--- src/rtl/fetch_queue_stage.sv ---
// Instruction fetch stage: issues sequential fetch requests, buffers in-order
// responses in a small circular queue and hands instructions to decode.
module fetch_queue_stage #(
  parameter int unsigned     XLEN     = 32,
  parameter int unsigned     DEPTH    = 4,
  parameter logic [XLEN-1:0] RESET_PC = 32'h00000000
) (
  input  logic            clk_i,
  input  logic            reset_ni,
  input  logic            redirect_i,
  input  logic [XLEN-1:0] redirect_pc_i,
  output logic            imem_req_valid_o,
  input  logic            imem_req_ready_i,
  output logic [XLEN-1:0] imem_req_addr_o,
  input  logic            imem_rsp_valid_i,
  input  logic [XLEN-1:0] imem_rsp_data_i,
  output logic            instr_valid_o,
  input  logic            instr_ready_i,
  output logic [XLEN-1:0] pc_o,
  output logic [XLEN-1:0] instr_o
);

  localparam int unsigned PW = $clog2(DEPTH);
  localparam int unsigned CW = $clog2(DEPTH + 1);

  typedef logic [PW-1:0] ptr_t;
  typedef logic [CW-1:0] cnt_t;

  localparam ptr_t PTR_ONE  = ptr_t'(1);
  localparam cnt_t CNT_ONE  = cnt_t'(1);
  localparam cnt_t CNT_FULL = cnt_t'(DEPTH);

  logic [XLEN-1:0]  pc_q;
  logic [XLEN-1:0]  ent_pc_q    [DEPTH];
  logic [XLEN-1:0]  ent_instr_q [DEPTH];
  logic [DEPTH-1:0] ent_filled_q;

  ptr_t alloc_ptr_q, fill_ptr_q, rd_ptr_q;
  cnt_t count_q;
  // Allocated-but-unfilled entries, kept explicitly so a full queue of
  // pending requests is distinguishable from an empty one.
  cnt_t pend_q;
  cnt_t drop_q;
  cnt_t drop_redirect;

  logic req_fire, fill_fire, pop_fire;
  logic unused_pc_bits;

  assign unused_pc_bits = ^redirect_pc_i[1:0];

  assign imem_req_valid_o = reset_ni & ~redirect_i & (count_q < CNT_FULL) & (drop_q == '0);
  assign imem_req_addr_o  = pc_q;
  assign req_fire         = imem_req_valid_o & imem_req_ready_i;

  assign instr_valid_o = reset_ni & ~redirect_i & ent_filled_q[rd_ptr_q] & (count_q != '0);
  assign pc_o          = ent_pc_q[rd_ptr_q];
  assign instr_o       = ent_instr_q[rd_ptr_q];
  assign pop_fire      = instr_valid_o & instr_ready_i;

  // Responses with nothing left to fill are silently ignored.
  assign fill_fire = reset_ni & ~redirect_i & imem_rsp_valid_i & (drop_q == '0) & (pend_q != '0);

  always_comb begin
    // NOTE: assign a default first so every path drives the signal and no latch is inferred.
    drop_redirect = drop_q + pend_q;
    if (imem_rsp_valid_i && (drop_redirect != '0)) begin
      drop_redirect = drop_redirect - CNT_ONE;
    end
  end

  // NOTE: sequential state uses non-blocking assignments so every register samples pre-edge values.
  always_ff @(posedge clk_i) begin
    if (!reset_ni) begin
      pc_q         <= RESET_PC;
      alloc_ptr_q  <= '0;
      fill_ptr_q   <= '0;
      rd_ptr_q     <= '0;
      count_q      <= '0;
      pend_q       <= '0;
      drop_q       <= '0;
      ent_filled_q <= '0;
    end else if (redirect_i) begin
      pc_q         <= {redirect_pc_i[XLEN-1:2], 2'b00};
      alloc_ptr_q  <= '0;
      fill_ptr_q   <= '0;
      rd_ptr_q     <= '0;
      count_q      <= '0;
      pend_q       <= '0;
      drop_q       <= drop_redirect;
      ent_filled_q <= '0;
    end else begin
      if (req_fire) begin
        pc_q                      <= pc_q + XLEN'(4);
        alloc_ptr_q               <= alloc_ptr_q + PTR_ONE;
        ent_filled_q[alloc_ptr_q] <= 1'b0;
      end
      if (fill_fire) begin
        fill_ptr_q               <= fill_ptr_q + PTR_ONE;
        ent_filled_q[fill_ptr_q] <= 1'b1;
      end
      if (pop_fire) begin
        rd_ptr_q               <= rd_ptr_q + PTR_ONE;
        ent_filled_q[rd_ptr_q] <= 1'b0;
      end
      if (imem_rsp_valid_i && (drop_q != '0)) begin
        drop_q <= drop_q - CNT_ONE;
      end
      count_q <= count_q + cnt_t'(req_fire) - cnt_t'(pop_fire);
      pend_q  <= pend_q + cnt_t'(req_fire) - cnt_t'(fill_fire);
    end
  end

  // NOTE: payload storage has no reset; the filled bits and count gate its visibility.
  always_ff @(posedge clk_i) begin
    if (req_fire) begin
      ent_pc_q[alloc_ptr_q] <= pc_q;
    end
    if (fill_fire) begin
      ent_instr_q[fill_ptr_q] <= imem_rsp_data_i;
    end
  end

endmodule
--- config.mk ---
export PLATFORM = sky130hd
export DESIGN_NAME = fetch_queue_stage
export DESIGN_NICKNAME = d
export VERILOG_FILES = /design/src/rtl/fetch_queue_stage.sv
export SDC_FILE = /design/constraint.sdc
export NUM_CORES = 1
export LEC_CHECK = 0
export ABC_CLOCK_PERIOD_IN_PS = 2460
export CORE_MARGIN = 4
export CORE_UTILIZATION = 49
export DETAILED_ROUTE_END_ITERATION = 6
export GPL_TIMING_DRIVEN = 0
export HOLD_SLACK_MARGIN = 0.15
export PLACE_DENSITY = 0.87
export SLEW_MARGIN = 15
export SYNTH_ARGS = -nofsm -noshare
export SYNTH_HDL_FRONTEND = slang
export SYNTH_SLANG_ARGS = --single-unit
--- constraint.sdc ---
create_clock -name clk_i -period 2.46 [get_ports clk_i]
set_input_delay 0.492 -clock clk_i [delete_from_list [all_inputs] [get_ports clk_i]]
set_output_delay 0.492 -clock clk_i [all_outputs]
set_load 0.02 [all_outputs]
# [Word-level counts from Yosys, hierarchy flattened]
# Memories as Yosys holds them, arrays and structs flattened. A register that Yosys moved wholly into a read port is not among the register bits.
# Cells that the tools add are included.
[totals] out_inout_bits=98 latch_bits=0 ramBits=256 reg_bits=51 input_bits=70 mem_count=2 romBits=0 elab_cells=87
[memory_table] name="ent_instr_q" words=4 width=32 read_ports=1 rd_clocked_by_memory_dff=1 write_ports=1 line="35" source="logic [XLEN-1:0] ent_instr_q [DEPTH];"
[memory_table] name="ent_pc_q" words=4 width=32 read_ports=1 rd_clocked_by_memory_dff=1 write_ports=1 line="34" source="logic [XLEN-1:0] ent_pc_q [DEPTH];"
[op_classes] shifts=0 n_addsub=11 mux=28 n_bitwise=17 order_cmp=7 eq_ne=0 div=0 n_reduce_logical=13 mul=0
[ops] op="two-way mux 32 bit" n=2
[ops] op="adder 32 x 3 -> 32 bit (second input constant)" n=1
[ops] op="two-way mux 4 bit" n=7
[ops] op="nonzero test 3 bit" n=4
[ops] op="AND 1 bit" n=10
[ops] op="< comparator 2 x 3 -> 1 bit (second input constant)" n=3
[ops] op="two-way mux 3 bit" n=3
[ops] op="AND 4 bit" n=2
[ops] op="two-way mux 1 bit" n=8
[ops] op="two-way mux 2 bit" n=4
[ops] op="NOT 4 bit" n=2
[ops] op="adder 2 x 1 -> 2 bit (second input constant)" n=3
[ops] op="adder 3 x 1 -> 3 bit" n=2
[ops] op="demux 1 bit (select 2 bit)" n=3
[ops] op="greater-or-equal comparator 2 x 1 -> 1 bit (second input constant)" n=3
[ops] op="subtractor 3 x 1 -> 3 bit" n=2
[ops] op="subtractor 3 x 1 -> 3 bit (second input constant)" n=2
[ops] op="logical AND 1 bit" n=5
[ops] op="bitwise OR 4 bit" n=1
[ops] op="nonzero test 2 bit" n=2
[ops] op="adder 3 bit" n=1
[ops] op="logical NOT 3 bit" n=1
[ops] op="< comparator 3 bit (second input constant)" n=1
[ops] op="binary-select mux 1 bit (select 2 bit)" n=1
[ops] op="2 further kinds" n=3

# [Longest topological paths before layout]
# Gate-level depths: netlist (run 1).
[logic_depth] ltp_word=15 ltp_mapped=13 ltp_nobuf=12

# [Least setup slack after synthesis (run 1)]
# No wires, ideal clock.
[synth_path] path_kind="register to register" from="reg rd_ptr_q[0]" to="reg count_q[2]" path_buffers=1 setup_time_ns=0.128 setup_slack_ns=-0.282 synth_period_minus_slack_ns=2.742 arrival_ns=2.614 t_required_ns=2.332 stages_incl_launch_ff=12 cell_sequence="dfxtp_1 -> mux4_2 -> o311a_1 -> and2_1 -> buf_2 -> ha_1 -> inv_1 -> ha_1 -> fa_1 -> xnor2_1 -> xnor2_1 -> nor2_1"
[synth_via] elab_chain_cells=6
[synth_lines] element="from (decl)" line="38" source="ptr_t alloc_ptr_q, fill_ptr_q, rd_ptr_q;"
[synth_lines] element="from (signal assigned)" line="102" source="rd_ptr_q <= rd_ptr_q + PTR_ONE;"
[synth_lines] element="binary-select mux 1 bit (select 2 bit)" line="55" source="assign instr_valid_o = reset_ni & ~redirect_i & ent_filled_q[rd_ptr_q] & (count_q != '0);"
[synth_lines] element="two-way mux 1 bit (not written as such)" line="55"
[synth_lines] element="AND 1 bit (2 in series)" line="55"
[synth_lines] element="via instr_valid_o" line="17" source="output logic instr_valid_o,"
[synth_lines] element="AND 1 bit" line="58" source="assign pop_fire = instr_valid_o & instr_ready_i;"
[synth_lines] element="subtractor 3 x 1 -> 3 bit" line="108" source="count_q <= count_q + cnt_t'(req_fire) - cnt_t'(pop_fire);"
[synth_lines] element="to (signal assigned)" line="108"
[synth_lines] element="to (decl)" line="39" source="cnt_t count_q;"
# The timed path passes the listed nets, and every way through them passes these cells. The select of a mux whose other input is x is not followed.
# A chain may end at the register's enable or synchronous reset.

==> results_dict.tcl, run 1 <==
set metrics [dict create \
    fp-row-count 57 \
    power-per-cell-area_nw_per_um2 724.8 \
    die_w_um 164.8 \
    yosysTopAreaCell "edfxtp_1" \
    finalMaxSlewViolations 0 \
    fmax_mhz 404.3 \
    overflow 0 \
    antenna_found_initial 1 \
    layout-drive-gt1-share 0.2718 \
    hold_viol 0 \
    nets 1002 \
    grtUsageTotal 0.2088 \
    cts_tree "built" \
    total_power_uw 11110 \
    avgSynthCellArea_um2 17.26 \
    netlist.area_leader.share 0.6181 \
    finClkSkew_ps 39.80 \
    ys_ff_latch 299 \
    synth_area_leaders "edfxtp_1, mux4_2, dfxtp_1" \
    synth_edf_count 248 \
    vdd_ir_drop_max_uv 568.0 \
    vias_per_cell 5.730 \
    drt_pre_antenna_iters 7 \
    cts-htree-levels 1 \
    cp_slowest_stage_delay_ps 530 \
    async_reset_ff_frac 0 \
    syn_area_um2 12050 \
    clkTransAtPathRegs_ps 60 \
    crit_fanout 5 \
    p_leak_uw 0.005106 \
    numCtsBuffers 29 \
    grt_pass1_wl_um 43330 \
    cpMaxStageDelayCell "mux4_2" \
    clock-sinks 299 \
    ant_nets 0 \
    crit_chain "buf_4 > bufbuf_16 > mux4_2 > buf_6" \
    num_vias 7191 \
    hold_path.class "reg2reg" \
    outcome "finished with violations" \
    final_util 0.6320 \
    required_ps 1970 \
    die_y_um 164.8 \
    critPathCaptureType "output port" \
    dieArea_um2 27160 \
    io_buffers 161 \
    cp.arrival_ps 1980 \
    finalSetupViolations 1 \
    yosysSeqAreaShare 0.7029 \
    start_kind "flop" \
    crit_buf_inv 3 \
    drc_errors 0 \
    cts_root_buffer "clkbuf_16" \
    critPathTopFamily "buffers and inverters" \
    cts_max_path_buffers 3 \
    start_util 0.4969 \
    stdcell_count 1255 \
    synthToLayoutAreaGrowth_pct 27.20 \
    critPathKind "reg2out" \
    fin_tns_setup_ps -13.26 \
    wirelength_um 28670 \
    grt_max_degree 31 \
    period_needed_ps 2473 \
    placed_cells_incl_taps 1190 \
    fillCellCount 1669 \
    wl_per_cell_um 22.84 \
    rsz0062_at_grt "true" \
    grt_pass1_vias 7455 \
    violations "negative setup slack" \
    postCtsHoldBufs 0 \
    core-area_um2 24250 \
    tightest_slew_ps 837.3 \
    diodes 0 \
    post-place-ws_ps -825.5 \
    slew_headroom 0.4410 \
    dr.first_iter.drc_count 838 \
    io_pins 168 \
    place_congestion 0.8917 \
    clk_latency_ps 570 \
    yosysWarnings 0 \
    worst_slack_ps -13.26 \
    synth_flop_cell "edfxtp_1" \
    netlist_instances 698 \
    dp_hpwl_um 18210 \
    max_cap_viol_count 0 \
    netlist-cell-type-count 53 \
    fin_crit_sh 1.005 \
]
cell usage in the layout, fill, tap and decap left out, types with 4 or more instances in the layout:
cell type,netlist,final
and2_1,12,7
a21oi_1,32,32
o21ai_0,26,26
nor2_1,24,24
clkbuf_16,0,30
inv_2,0,8
nand4_1,7,7
nand2_1,23,23
a211oi_1,5,5
clkdlybuf4s50_1,0,97
nand3_1,16,16
ha_1,21,18
buf_12,0,10
buf_2,11,36
dfxtp_1,51,46
a31oi_1,4,4
buf_6,1,7
and3_1,5,5
edfxtp_1,248,248
nor4_1,5,5
clkbuf_2,0,25
inv_1,28,20
mux4_2,63,63
xnor2_1,24,22
bufinv_16,0,7
clkbuf_1,16,14
conb_1,1,4
and4_1,5,5
buf_4,4,17
o22ai_1,4,4
nor3_1,9,8
xor2_1,4,4
routing by layer:
metal  up-vias  global-route usage  wire (µm)
met5         -                   0         11
met4         2             0.07297        769
met3        71             0.03793       2106
met2       334              0.3505      14550
met1      3616              0.2764      11220
li1       3168                   -          -
worst reg2reg max path, delay by kind of cell (launching register included):
family	cells	cell delay (ps)
multiplexers	1	540
flip-flops	1	350
AO/OA/AOI/OAI	1	160
adder cells (fa/ha/maj)	3	750
AND/OR/NAND/NOR	2	230
XOR/XNOR	2	290
buffers and inverters	1	30
final timing paths:
kind                                     start              to  slack, ps  depth (start not counted)
worst min register to register  alloc_ptr_q[1]  alloc_ptr_q[1]        520                          2
worst max-delay path                      flop     instr_o[22]        -10                          4
worst min-delay path            alloc_ptr_q[1]  alloc_ptr_q[1]        520                          2
worst max register to register     rd_ptr_q[0]      count_q[2]         10                         10
area by class of cell:
| type | instances | area, µm² | area share |
|---|---|---|---|
| Multi-Input combinational cell | 339 | 3420 | 0.2231 |
| Buffer | 32 | 289.0 | 0.01886 |
| Sequential cell | 299 | 8479 | 0.5533 |
| Tap cell | 324 | 405.4 | 0.02645 |
| Inverter | 28 | 105.1 | 0.006858 |
| Clock inverter | 19 | 286.5 | 0.01870 |
| Clock buffer | 35 | 758.2 | 0.04948 |
| Timing Repair Buffer | 179 | 1582 | 0.1032 |
synth_stat cells (4+ instances only):
cell type and number:
edfxtp_1 248, mux4_2 63, dfxtp_1 51, a21oi_1 32, inv_1 28, o21ai_0 26, nor2_1 24, xnor2_1 24
nand2_1 23, ha_1 21, clkbuf_1 16, nand3_1 16, and2_1 12, buf_2 11, nor3_1 9, nand4_1 7
a211oi_1 5, and3_1 5, and4_1 5, nor4_1 5, a31oi_1 4, buf_4 4, o22ai_1 4, xor2_1 4
per-stage QoR:
step	cell area (µm²)	hold slack (ps)
2_1_floorplan	12120	469.2
3_3_place_gp	14140	483.8
3_5_place_dp	14230	504.1
4_1_cts	15330	513.0
5_1_grt	15320	542.2
6_report	15320	522.7
cells by family (layout without fill, tap and decap cells):
kind of cell	count (synthesis)	in the layout	synth area share
adder cells (fa/ha/maj)	24	24	0.02679
flip-flops	299	299	0.7029
buffers and inverters	63	293	0.02264
other	1	4	0.0003113
AO/OA/AOI/OAI	89	89	0.04362
multiplexers	67	67	0.1212
AND/OR/NAND/NOR	127	127	0.06221
XOR/XNOR	28	28	0.02035
where the power goes:
group | switching (µW) | leakage, µW | internal, µW | total, µW
Sequential | 108 | 0.00267 | 5550 | 5650
Clock | 1860 | 0.000503 | 2940 | 4800
Combinational | 341 | 0.00193 | 314 | 655
Total | 2310 | 0.00511 | 8800 | 11100
flip-flops by register name, summed over array words and instances, names as in the netlist, named ones only:
| name | cells |
|---|---|
| imem_req_addr_o | 30 |
| alloc_ptr_q | 2 |
| pend_q | 3 |
| ent_instr_q | 128 |
| ent_filled_q | 4 |
| rd_ptr_q | 2 |
| fill_ptr_q | 2 |
| ent_pc_q | 120 |
| drop_q | 3 |
| count_q | 3 |
what timing repair did:
action / in CTS / in global routing
cloned: 1 / 1
setup buffers: 9 / 3
endpoints found under the setup margin: 129 / 55
resized for setup: 207 / 94
pin swaps: 5 / 1
Power figures use the tool's default switching activity.
==> inputs of run 2 (changes only) <==
Settings changed: REMOVE_ABC_BUFFERS from default to 1, SKIP_LAST_GASP from default to 1.
==> run 2 against run 1 <==
  * The run still ends with negative setup slack left
  * Largest power group unchanged
  * Cell count fell by 1.2%
  * Global-route usage rose by 0.20 points
  * Clock-buffer cell count rose by 2
  * Core utilization rose by 1.3 points
==> results_dict.tcl, run 2 (synthesis gave the netlist of run 1 again) <==
set metrics [dict create \
    die_y_um 164.8 \
    largest_reg_flops 128 \
    clk_latency_ps 550 \
    vias_per_cell 5.802 \
    multi_input_area_um2 3395 \
    cp.arrival_ps 2930 \
    grt_pass1_vias 7382 \
    grt_pass1_wl_um 43220 \
    place_congestion 0.8587 \
    worst_slack_ps -49.81 \
    num_vias 7194 \
    crit_fanout 2 \
    nets 986 \
    r2r_cells 10 \
    overflow 0 \
    clkTransAtPathRegs_ps 60 \
    cts_root_buffer "clkbuf_16" \
    fp-row-count 57 \
    tightest_slew_ps 1086 \
    start_util 0.4969 \
    p_leak_uw 0.005201 \
    crit_buf_inv 1 \
    grtUsageTotal 0.2108 \
    drc_errors 0 \
    finalSetupViolations 4 \
    grt_max_degree 35 \
    numCtsBuffers 29 \
    cpMaxStageDelayCell "mux4_2" \
    r2r_slack_ps -50 \
    hold_depth 2 \
    max_cap_viol_count 0 \
    holdPathEnd "drop_q[2]" \
    dieArea_um2 27160 \
    die_w_um 164.8 \
    layout-drive-gt1-share 0.2721 \
    design_area_um2 15650 \
    clock-sinks 299 \
    finClkSkew_ps 11.58 \
    dp_hpwl_um 17080 \
    antenna_found_initial 1 \
    fmax_mhz 398.4 \
    io_pins 168 \
    rr_endpoint "count_q[2]" \
    wirelength_um 28770 \
    fin_tns_setup_ps -124.5 \
    critPathKind "reg2reg" \
    cts-htree-levels 1 \
    start_kind "flop" \
    seqCellArea_um2 8481 \
    finalMaxSlewViolations 0 \
    wl_per_cell_um 23.20 \
    slew_headroom 0.2751 \
    fin_crit_sh 1.020 \
    fillCellCount 1635 \
    critPathCaptureType "flop" \
    postCtsHoldBufs 0 \
    period_needed_ps 2510 \
    r2r_start "rd_ptr_q[0]" \
    cp_slowest_stage_delay_ps 510 \
    critPathTopFamily "adder cells" \
    dr.first_iter.drc_count 794 \
    rsz0062_at_grt "true" \
    crit_chain "mux4_2 > o311a_1 > and2_4 > ha_4 > inv_2 > ha_4 > fa_2 > xnor2_2 > xnor2_1 > nor2_1" \
    layout_commonest_cell "edfxtp_1" \
    final_cell_mix "edfxtp_1, clkdlybuf4s50_1, mux4_2" \
    core-area_um2 24250 \
    cts_tree "built" \
    required_ps 2880 \
    top_register "ent_instr_q" \
    outcome "finished with violations" \
    min-delay-start "redirect_i" \
    violations "negative setup slack" \
    synthToLayoutAreaGrowth_pct 29.88 \
    hold_viol 0 \
    power-per-cell-area_nw_per_um2 714.4 \
    io_buffers 161 \
    hold_path.class "in2reg" \
    crit_top_cell "ha_4" \
    vdd_ir_drop_max_uv 497.3 \
    cts_max_path_buffers 3 \
    drt_pre_antenna_iters 5 \
    ant_nets 0 \
    placed_cell_area_um2 14170 \
]
-- run 2: cell count changes in the layout (fill, tap and decap cells not counted), moves of 6 or more --
cell,change
buf_16,+6
clkbuf_1,-9
buf_4,-7
buf_6,+44
clkbuf_2,-24
buf_2,-24
clkinv_2,+6
-- run 2: power by group --
group          total (µW)  switching [µW]  leakage [µW]  internal (µW)
logic                 662             341       0.00200            321
clock network        4870            1870      0.000529           3000
registers            5650             102       0.00267           5550
-- run 2: what timing repair did --
action                                  in CTS  in global routing
hold endpoints to repair                     0                  0
setup buffers                               18                  5
gates cloned                                 8                  0
endpoints found under the setup margin     360                117
resized for setup                          322                 72
pin swaps                                    3                  7
-- run 2: cell type report --
type                            instances  share of cell area
Sequential cell                       299              0.5420
Multi-Input combinational cell        339              0.2169
Timing Repair Buffer                  194              0.1399
Tap cell                              324             0.02591
Antenna cell                            1           0.0001599
Clock inverter                         17             0.01759
Clock buffer                           37             0.05022
Timing Repair inverter                  1           0.0003198
Inverter                               28            0.006957
-- run 2: metrics by stage --
step / setup slack, ps / utilization / instances / power (µW) / hold WS (ps)
floorplan: -1405 / - / 666 / 6020 / 469.2
global placement: -3204 / 0.5736 / 1151 / 6342 / 485.1
detailed placement: -2488 / 0.5842 / 1161 / 6372 / 529.5
CTS: -109.2 / 0.6412 / 1239 / 11210 / 439.7
global route: -186.3 / 0.6453 / 1240 / 11540 / 467.4
finish: -49.81 / 0.6453 / 1240 / 11180 / 471.8
-- run 2: how the worst max path moves through the flow --
stage / from / end / slack (ps) / depth (start not counted)
global placement: flop / pc_o[13] / -3200 / 2
CTS: flop / pc_o[21] / -110 / 5
global route: rd_ptr_q[0] / count_q[2] / -190 / 10
finish: rd_ptr_q[0] / count_q[2] / -50 / 10
detailed placement: redirect_i / count_q[2] / -2490 / 11
floorplan: flop / instr_o[0] / -1410 / 1
-- run 2: worst register-to-register path, cell delays in order (launching register included) --
cell and delay, ps:
dfxtp_4 360, mux4_2 510, o311a_1 140, and2_4 180
ha_4 260, inv_2 40, ha_4 150, fa_2 370
xnor2_2 150, xnor2_1 170, nor2_1 60
-- run 2: per-layer routing --
layer / GRT usage / up-vias / wire length (µm)
met5: 0 / - / 0
met4: 0.05936 / 0 / 696
met3: 0.04467 / 54 / 2407
met2: 0.3446 / 368 / 14370
met1: 0.2896 / 3635 / 11300
li1: - / 3137 / -
